**src/rtl/rf_pkg.sv**
```systemverilog
// Shared definitions for the register file and its load/store-multiple
// register-list sequencer.
//   PC_IDX_DEF / PC_OFFSET_DEF : default PC alias index and read offset
//   lm_state_t                 : sequencer state encoding
//   popcount / lowest_set_index: helpers over a register-list bitmap
//                                (zero-extended to LIST_MAX bits)
package rf_pkg;

  localparam int PC_IDX_DEF    = 15;
  localparam int PC_OFFSET_DEF = 8;
  localparam int LIST_MAX      = 64;

  typedef enum logic [1:0] {
    IDLE = 2'd0,
    RUN  = 2'd1,
    DONE = 2'd2
  } lm_state_t;

  function automatic int unsigned popcount(input logic [LIST_MAX-1:0] v);
    int unsigned n;
    n = 0;
    for (int i = 0; i < LIST_MAX; i++) begin
      if (v[i]) n++;
    end
    return n;
  endfunction

  // Returns 0 for an empty list; callers only use it on non-empty lists.
  function automatic int lowest_set_index(input logic [LIST_MAX-1:0] v);
    int idx;
    idx = 0;
    for (int i = LIST_MAX - 1; i >= 0; i--) begin
      if (v[i]) idx = i;
    end
    return idx;
  endfunction

endpackage

```
**src/rtl/lm_sequencer.sv**
```systemverilog
// Register-list sequencer for load/store-multiple. Captures a register bitmap
// and emits the set indices lowest first, one per accepted lm_adv.
// Ports:
//   clk, reset       : clock, synchronous active-high reset
//   lm_start, lm_list: start request and register bitmap (taken in IDLE only)
//   lm_adv           : consumer accepts the current lm_reg (used in RUN only)
//   lm_valid, lm_reg : current index and its qualifier
//   lm_last          : current index is the final one of the list
//   lm_count         : popcount of the captured list
//   lm_done, lm_busy : one-cycle completion pulse, sequencer not idle
//
// state | meaning
// IDLE  | waiting for lm_start
// RUN   | presenting lm_reg, advancing on lm_adv
// DONE  | one-cycle completion pulse, then IDLE
module lm_sequencer
  import rf_pkg::*;
#(
  parameter int NUM_REGS = 16,
  parameter int ADDR_W   = 4
) (
  input  logic                clk,
  input  logic                reset,
  input  logic                lm_start,
  input  logic [NUM_REGS-1:0] lm_list,
  input  logic                lm_adv,
  output logic                lm_valid,
  output logic [ADDR_W-1:0]   lm_reg,
  output logic                lm_last,
  output logic [ADDR_W:0]     lm_count,
  output logic                lm_done,
  output logic                lm_busy
);

  lm_state_t           r_state;
  logic [NUM_REGS-1:0] r_shadow;
  logic [ADDR_W-1:0]   r_reg;
  logic [ADDR_W:0]     r_count;

  logic [NUM_REGS-1:0] w_next_shadow;
  logic [LIST_MAX-1:0] w_list_ext;
  logic [LIST_MAX-1:0] w_next_ext;
  logic                w_one_left;

  // The current index is always the lowest shadow bit, so clearing the
  // lowest set bit retires it.
  assign w_next_shadow = r_shadow & (r_shadow - NUM_REGS'(1));
  assign w_one_left    = (r_shadow != '0) && (w_next_shadow == '0);

  always_comb begin
    w_list_ext                 = '0;
    w_list_ext[NUM_REGS-1:0]   = lm_list;
    w_next_ext                 = '0;
    w_next_ext[NUM_REGS-1:0]   = w_next_shadow;
  end

  always_ff @(posedge clk) begin
    if (reset) begin
      r_state  <= IDLE;
      r_shadow <= '0;
      r_reg    <= '0;
      r_count  <= '0;
    end else begin
      case (r_state)
        IDLE: begin
          if (lm_start) begin
            r_shadow <= lm_list;
            r_count  <= (ADDR_W+1)'(popcount(w_list_ext));
            if (lm_list != '0) begin
              r_state <= RUN;
              r_reg   <= ADDR_W'(lowest_set_index(w_list_ext));
            end else begin
              r_state <= DONE;
            end
          end
        end
        RUN: begin
          if (lm_adv) begin
            r_shadow <= w_next_shadow;
            if (w_one_left) r_state <= DONE;
            else            r_reg   <= ADDR_W'(lowest_set_index(w_next_ext));
          end
        end
        DONE:    r_state <= IDLE;
        default: r_state <= IDLE;
      endcase
    end
  end

  assign lm_valid = (r_state == RUN);
  assign lm_busy  = (r_state != IDLE);
  assign lm_done  = (r_state == DONE);
  assign lm_last  = lm_valid && w_one_left;
  assign lm_reg   = r_reg;
  assign lm_count = r_count;

endmodule

```
**src/rtl/regfile_mp_lm.sv**
```systemverilog
// Multi-port register file: NUM_RD combinational read ports, two write ports
// (wr0 = ALU/load writeback, wr1 = base update), optional write-to-read
// bypass, PC alias reading pc_in + PC_OFFSET, and an LDM/STM sequencer.
// Ports:
//   clk, reset          : clock, synchronous active-high reset
//   rd_addr / rd_data   : packed read indices / data, port k at slice k
//   pc_in               : current fetch PC
//   wr0_* / wr1_*       : write ports; wr0 wins on an index collision
//   pc_ld               : wr0 is targeting the PC index this cycle
//   lm_*                : register-list sequencer interface
module regfile_mp_lm
  import rf_pkg::*;
#(
  parameter int DATA_W    = 32,
  parameter int ADDR_W    = 4,
  parameter int NUM_REGS  = 16,
  parameter int NUM_RD    = 3,
  parameter int PC_IDX    = PC_IDX_DEF,
  parameter int PC_OFFSET = PC_OFFSET_DEF,
  parameter int BYPASS    = 1
) (
  input  logic                     clk,
  input  logic                     reset,
  input  logic [NUM_RD*ADDR_W-1:0] rd_addr,
  output logic [NUM_RD*DATA_W-1:0] rd_data,
  input  logic [DATA_W-1:0]        pc_in,
  input  logic                     wr0_en,
  input  logic [ADDR_W-1:0]        wr0_addr,
  input  logic [DATA_W-1:0]        wr0_data,
  input  logic                     wr1_en,
  input  logic [ADDR_W-1:0]        wr1_addr,
  input  logic [DATA_W-1:0]        wr1_data,
  output logic                     pc_ld,
  input  logic                     lm_start,
  input  logic [NUM_REGS-1:0]      lm_list,
  input  logic                     lm_adv,
  output logic                     lm_valid,
  output logic [ADDR_W-1:0]        lm_reg,
  output logic                     lm_last,
  output logic [ADDR_W:0]          lm_count,
  output logic                     lm_done,
  output logic                     lm_busy
);

  localparam logic [ADDR_W:0]   NUM_REGS_A = (ADDR_W+1)'(NUM_REGS);
  localparam logic [ADDR_W-1:0] PC_IDX_A   = ADDR_W'(PC_IDX);
  localparam logic [DATA_W-1:0] PC_OFF_D   = DATA_W'(PC_OFFSET);
  localparam bit                BYP        = (BYPASS != 0);

  logic [DATA_W-1:0] r_regs [NUM_REGS];

  logic w_wr0_ok;
  logic w_wr1_ok;

  // Only in-range, non-PC indices ever reach the array.
  assign w_wr0_ok = wr0_en && ({1'b0, wr0_addr} < NUM_REGS_A) && (wr0_addr != PC_IDX_A);
  assign w_wr1_ok = wr1_en && ({1'b0, wr1_addr} < NUM_REGS_A) && (wr1_addr != PC_IDX_A);
  assign pc_ld    = wr0_en && (wr0_addr == PC_IDX_A);

  always_ff @(posedge clk) begin
    if (reset) begin
      for (int i = 0; i < NUM_REGS; i++) r_regs[i] <= '0;
    end else begin
      // wr0 is assigned last so it wins a same-index collision.
      if (w_wr1_ok) r_regs[wr1_addr] <= wr1_data;
      if (w_wr0_ok) r_regs[wr0_addr] <= wr0_data;
    end
  end

  always_comb begin
    logic [ADDR_W-1:0] w_ra;
    rd_data = '0;
    for (int k = 0; k < NUM_RD; k++) begin
      w_ra = rd_addr[k*ADDR_W +: ADDR_W];
      if (w_ra == PC_IDX_A)
        rd_data[k*DATA_W +: DATA_W] = pc_in + PC_OFF_D;
      else if ({1'b0, w_ra} >= NUM_REGS_A)
        rd_data[k*DATA_W +: DATA_W] = '0;
      else if (BYP && wr0_en && (wr0_addr == w_ra))
        rd_data[k*DATA_W +: DATA_W] = wr0_data;
      else if (BYP && wr1_en && (wr1_addr == w_ra))
        rd_data[k*DATA_W +: DATA_W] = wr1_data;
      else
        rd_data[k*DATA_W +: DATA_W] = r_regs[w_ra];
    end
  end

  lm_sequencer #(
    .NUM_REGS (NUM_REGS),
    .ADDR_W   (ADDR_W)
  ) u_lm_seq (
    .clk      (clk),
    .reset    (reset),
    .lm_start (lm_start),
    .lm_list  (lm_list),
    .lm_adv   (lm_adv),
    .lm_valid (lm_valid),
    .lm_reg   (lm_reg),
    .lm_last  (lm_last),
    .lm_count (lm_count),
    .lm_done  (lm_done),
    .lm_busy  (lm_busy)
  );

endmodule
```
**config.mk**
```make
export PLATFORM = sky130hd
export DESIGN_NAME = regfile_mp_lm
export DESIGN_NICKNAME = d
export VERILOG_FILES = /design/src/rtl/rf_pkg.sv /design/src/rtl/lm_sequencer.sv /design/src/rtl/regfile_mp_lm.sv
export SDC_FILE = /design/constraint.sdc
export NUM_CORES = 2
export LEC_CHECK = 0
export BUFFER_PORTS_ARGS = -buffer_cell sky130_fd_sc_hd__buf_2
export CAP_MARGIN = 20
export CORE_ASPECT_RATIO = 2
export CORE_MARGIN = 8
export CORE_UTILIZATION = 51
export CTS_CLUSTER_DIAMETER = 40
export DETAILED_ROUTE_END_ITERATION = 10
export PLACE_DENSITY = 0.76
export SETUP_SLACK_MARGIN = 0.4
export SLEW_MARGIN = 0
export SYNTH_ARGS = -nofsm -noshare
export SYNTH_HDL_FRONTEND = slang
export SYNTH_SLANG_ARGS = --single-unit
```
**constraint.sdc**
```tcl
create_clock -name clk -period 9.45 [get_ports clk]
set_clock_uncertainty 0.1 [all_clocks]
set_input_delay 1.4175 -clock clk [delete_from_list [all_inputs] [get_ports clk]]
set_output_delay 1.4175 -clock clk [all_outputs]
set_load 0.005 [all_outputs]
```
==> impl_metrics.json <==
{
  "synth_top_cell_by_area": "edfxtp_1",
  "die_w_microns": 212,
  "final-setup-viol-count": 0,
  "antenna_left": 0,
  "cts_hold_buf": 0,
  "tns_ns": 0,
  "clock-sinks": 539,
  "vias_per_cell": 8.08,
  "synth_cells": 2981,
  "power.total_mw": 7.51,
  "r2r-end": "u_lm_seq.lm_reg[1]",
  "worstRegToRegCells": 10,
  "ys_types": 69,
  "synthTopCellsByArea": "edfxtp_1 (39%), mux4_2 (28%), a22o_1 (11%), clkbuf_1 (3.5%), mux2i_1 (2.7%)",
  "start_kind": "input pin",
  "clockBufferDepth": 3,
  "core_sq_mm": 0.0768,
  "min_from": "u_lm_seq.lm_reg[3]",
  "endpoint_kind": "register",
  "crit_fanout": 6,
  "largest_register_ffs": 512,
  "swShare_pct": 31.6,
  "holdPathStages": 2,
  "worst_path_max_delay_cell": "ha_1",
  "initial_core_util_pct": 51.2,
  "period_minus_slack_ns": 8.51,
  "required_ns": 9.88,
  "wl_mm": 153,
  "drv_slew": 0,
  "clk_latency_ns": 0.62,
  "p_int_mw": 5.14,
  "grt_pass1_wl_mm": 219,
  "drt_iter0_markers": 5264,
  "dieArea_sq_mm": 0.0867,
  "seq_power_share_pct": 39.0,
  "pwr-share-clk_pct": 31.7,
  "htree_levels": 2,
  "worstPathArrival_ns": 8.94,
  "avgSynthCellArea_sq_um": 13.2,
  "yosysSeqAreaShare_pct": 40.5,
  "min_path_type": "register to register",
  "nNetsFinal": 3124,
  "drive_above_1_share_pct": 32.6,
  "rrSetupSlack_ns": 4.99,
  "hold_viol_final": 0,
  "p_per_area_mw_per_mm2": 173,
  "multiInputGateArea_sq_mm": 0.0221,
  "synth_area_sq_mm": 0.0393,
  "dr.pass1.iters": 6,
  "grt_pass1_vias": 33278,
  "async_reset_ff_share_pct": 0,
  "cts_tree": "yes",
  "synth_flop_cell": "edfxtp_1",
  "criticalPathCategory": "input pin to register",
  "rsz0062_at_grt": "false",
  "drc": 0,
  "yosys_register_bits": 539,
  "cts_buffers": 54,
  "gp_congestion": 0.915,
  "dpl.hpwl_mm": 88.2,
  "die_y_microns": 408,
  "clk_pin_slew_ns": 0.06,
  "tightestPinTransition_ns": 1.29,
  "num_rows": 144,
  "switchingPower_mw": 2.37,
  "nFillCells": 6033,
  "io_buffer_count": 247,
  "vias": 32653,
  "synth.most_common_cell": "edfxtp_1",
  "vdd_drop_max_mv": 0.216,
  "grt_usage_pct": 34.6,
  "synth-edff-count": 512,
  "root_buffer": "clkbuf_16",
  "drv_cap": 0,
  "ios": 248,
  "largest-register": "r_regs",
  "area.growth.synth_to_final_pct": 10.4,
  "routedWlPerCell_microns": 37.9,
  "grt_max_degree": 85,
  "synth_common_cells": "edfxtp_1 (512), a22o_1 (481), mux4_2 (480), clkbuf_1 (368), nand2_1 (183)",
  "yosys_warnings": 0,
  "status": "finished clean",
  "cpMostUsedCell": "ha_1",
  "combPwrFrac_pct": 29.4,
  "overflow": 0,
  "finalCritPeriodShare_pct": 90.0,
  "rr_startpoint": "u_lm_seq.r_shadow[3]",
  "holdPathEnd": "u_lm_seq.lm_reg[3]",
  "relSlewSlack_pct": 13.7,
  "synth_top_area_share_pct": 39.1,
  "seq_area_sq_mm": 0.0159,
  "max_freq_ghz": 0.118,
  "slowest_delay_ns": 0.35,
  "antenna_found_initial": 10,
  "p_leak_nw": 14.7
}
[power groups by stage]
stage | Sequential [mW] | Combinational, mW | Clock [mW]
after detailed placement | 2.97 | 2.14 | 0
final | 2.93 | 2.20 | 2.38
after global placement | 2.93 | 2.10 | 0
after floorplan | 2.92 | 1.52 | 0
after CTS | 2.92 | 2.15 | 2.36
after global routing | 2.94 | 2.34 | 2.43
[routing by layer]
| metal | track usage [%] | vias up | wire (microns) |
|---|---|---|---|
| met5 | 0.230 | - | 38 |
| met4 | 24.8 | 4 | 13600 |
| met3 | 13.4 | 971 | 27100 |
| met2 | 52.8 | 3618 | 68900 |
| met1 | 39.5 | 15802 | 43700 |
| li1 | - | 12258 | - |
[what timing repair did]
action | CTS | global route
setup endpoints to repair | 0 | 1
resized for setup | 0 | 6
buffers inserted | 0 | 2
[cell type report]
class	instances	area share, %
Antenna cell	8	0.0462
Clock buffer	61	3.30
Clock inverter	40	1.14
Inverter	30	0.263
Multi-Input combinational cell	2010	51.0
Sequential cell	539	36.7
Tap cell	1022	2.95
Timing Repair Buffer	333	4.55
[critical path: cells and delay by family]
family,cells,cell delay (ns)
and+or+nand+nor,10,1.21
xor gates and xnor gates,9,1.79
AOI/OAI and AO/OA,8,1.13
buffers and inverters,2,0.22
adders and majority gates,7,2.11
muxes,5,1.07
[per-stage QoR]
stage               hold WS [ns]  utilization, %  worst slack (ns)  instances  instance area, sq um
floorplan                  0.353               -             0.795       3012                 39400
global placement           0.346            53.9             0.353       3931                 41400
detailed placement         0.366            53.9             0.214       3931                 41400
CTS                        0.376            56.4             0.839       4032                 43300
global route               0.402            56.5             0.406       4039                 43300
finish                     0.372            56.5             0.941       4043                 43400
[cell usage in the layout, fill, tap and decap left out, types with 8 or more instances in the layout]
cell,n
nor2_4,11
inv_8,8
or3_1,10
mux4_2,480
bufinv_16,8
nand2_1,183
clkbuf_16,55
nand4_1,10
and3_1,8
nand2b_1,11
nor2b_1,9
nor2_1,73
dfxtp_1,27
nand3_1,26
nor4_1,8
inv_1,28
xor2_1,49
edfxtp_1,512
ha_1,18
mux2i_1,105
buf_4,84
a22o_1,481
conb_1,32
a21oi_1,40
o211ai_1,88
clkinv_2,9
xnor2_1,51
buf_2,239
nor3_2,15
nor3_1,18
o21ai_0,147
diode_2,8
o21ai_4,11
[logic make-up (layout without fill, tap and decap cells)]
group           Yosys count  in the layout  synth area share [%]
buf+inv                 463            464                  4.45
compound gates          832            832                  16.2
fa+ha+maj                25             25                 0.752
other cells               1             40               0.00955
xor+xnor                110            110                  2.79
mux                     589            589                  30.3
simple gates            422            422                  4.91
flops                   539            539                  40.5
[worst max-delay path by stage]
| stage | startpoint | endpoint | cells past startpoint |
|---|---|---|---|
| 2_1_floorplan | lm_list[0] | u_lm_seq.lm_count[4] | 38 |
| 3_3_place_gp | lm_list[0] | u_lm_seq.lm_count[4] | 41 |
| 3_5_place_dp | lm_list[0] | u_lm_seq.lm_count[4] | 38 |
| 4_1_cts | lm_list[0] | u_lm_seq.lm_count[4] | 38 |
| 5_1_grt | lm_list[0] | u_lm_seq.lm_count[4] | 42 |
| 6_report | lm_list[0] | u_lm_seq.lm_count[4] | 41 |
(Power assumes the default switching activity.)
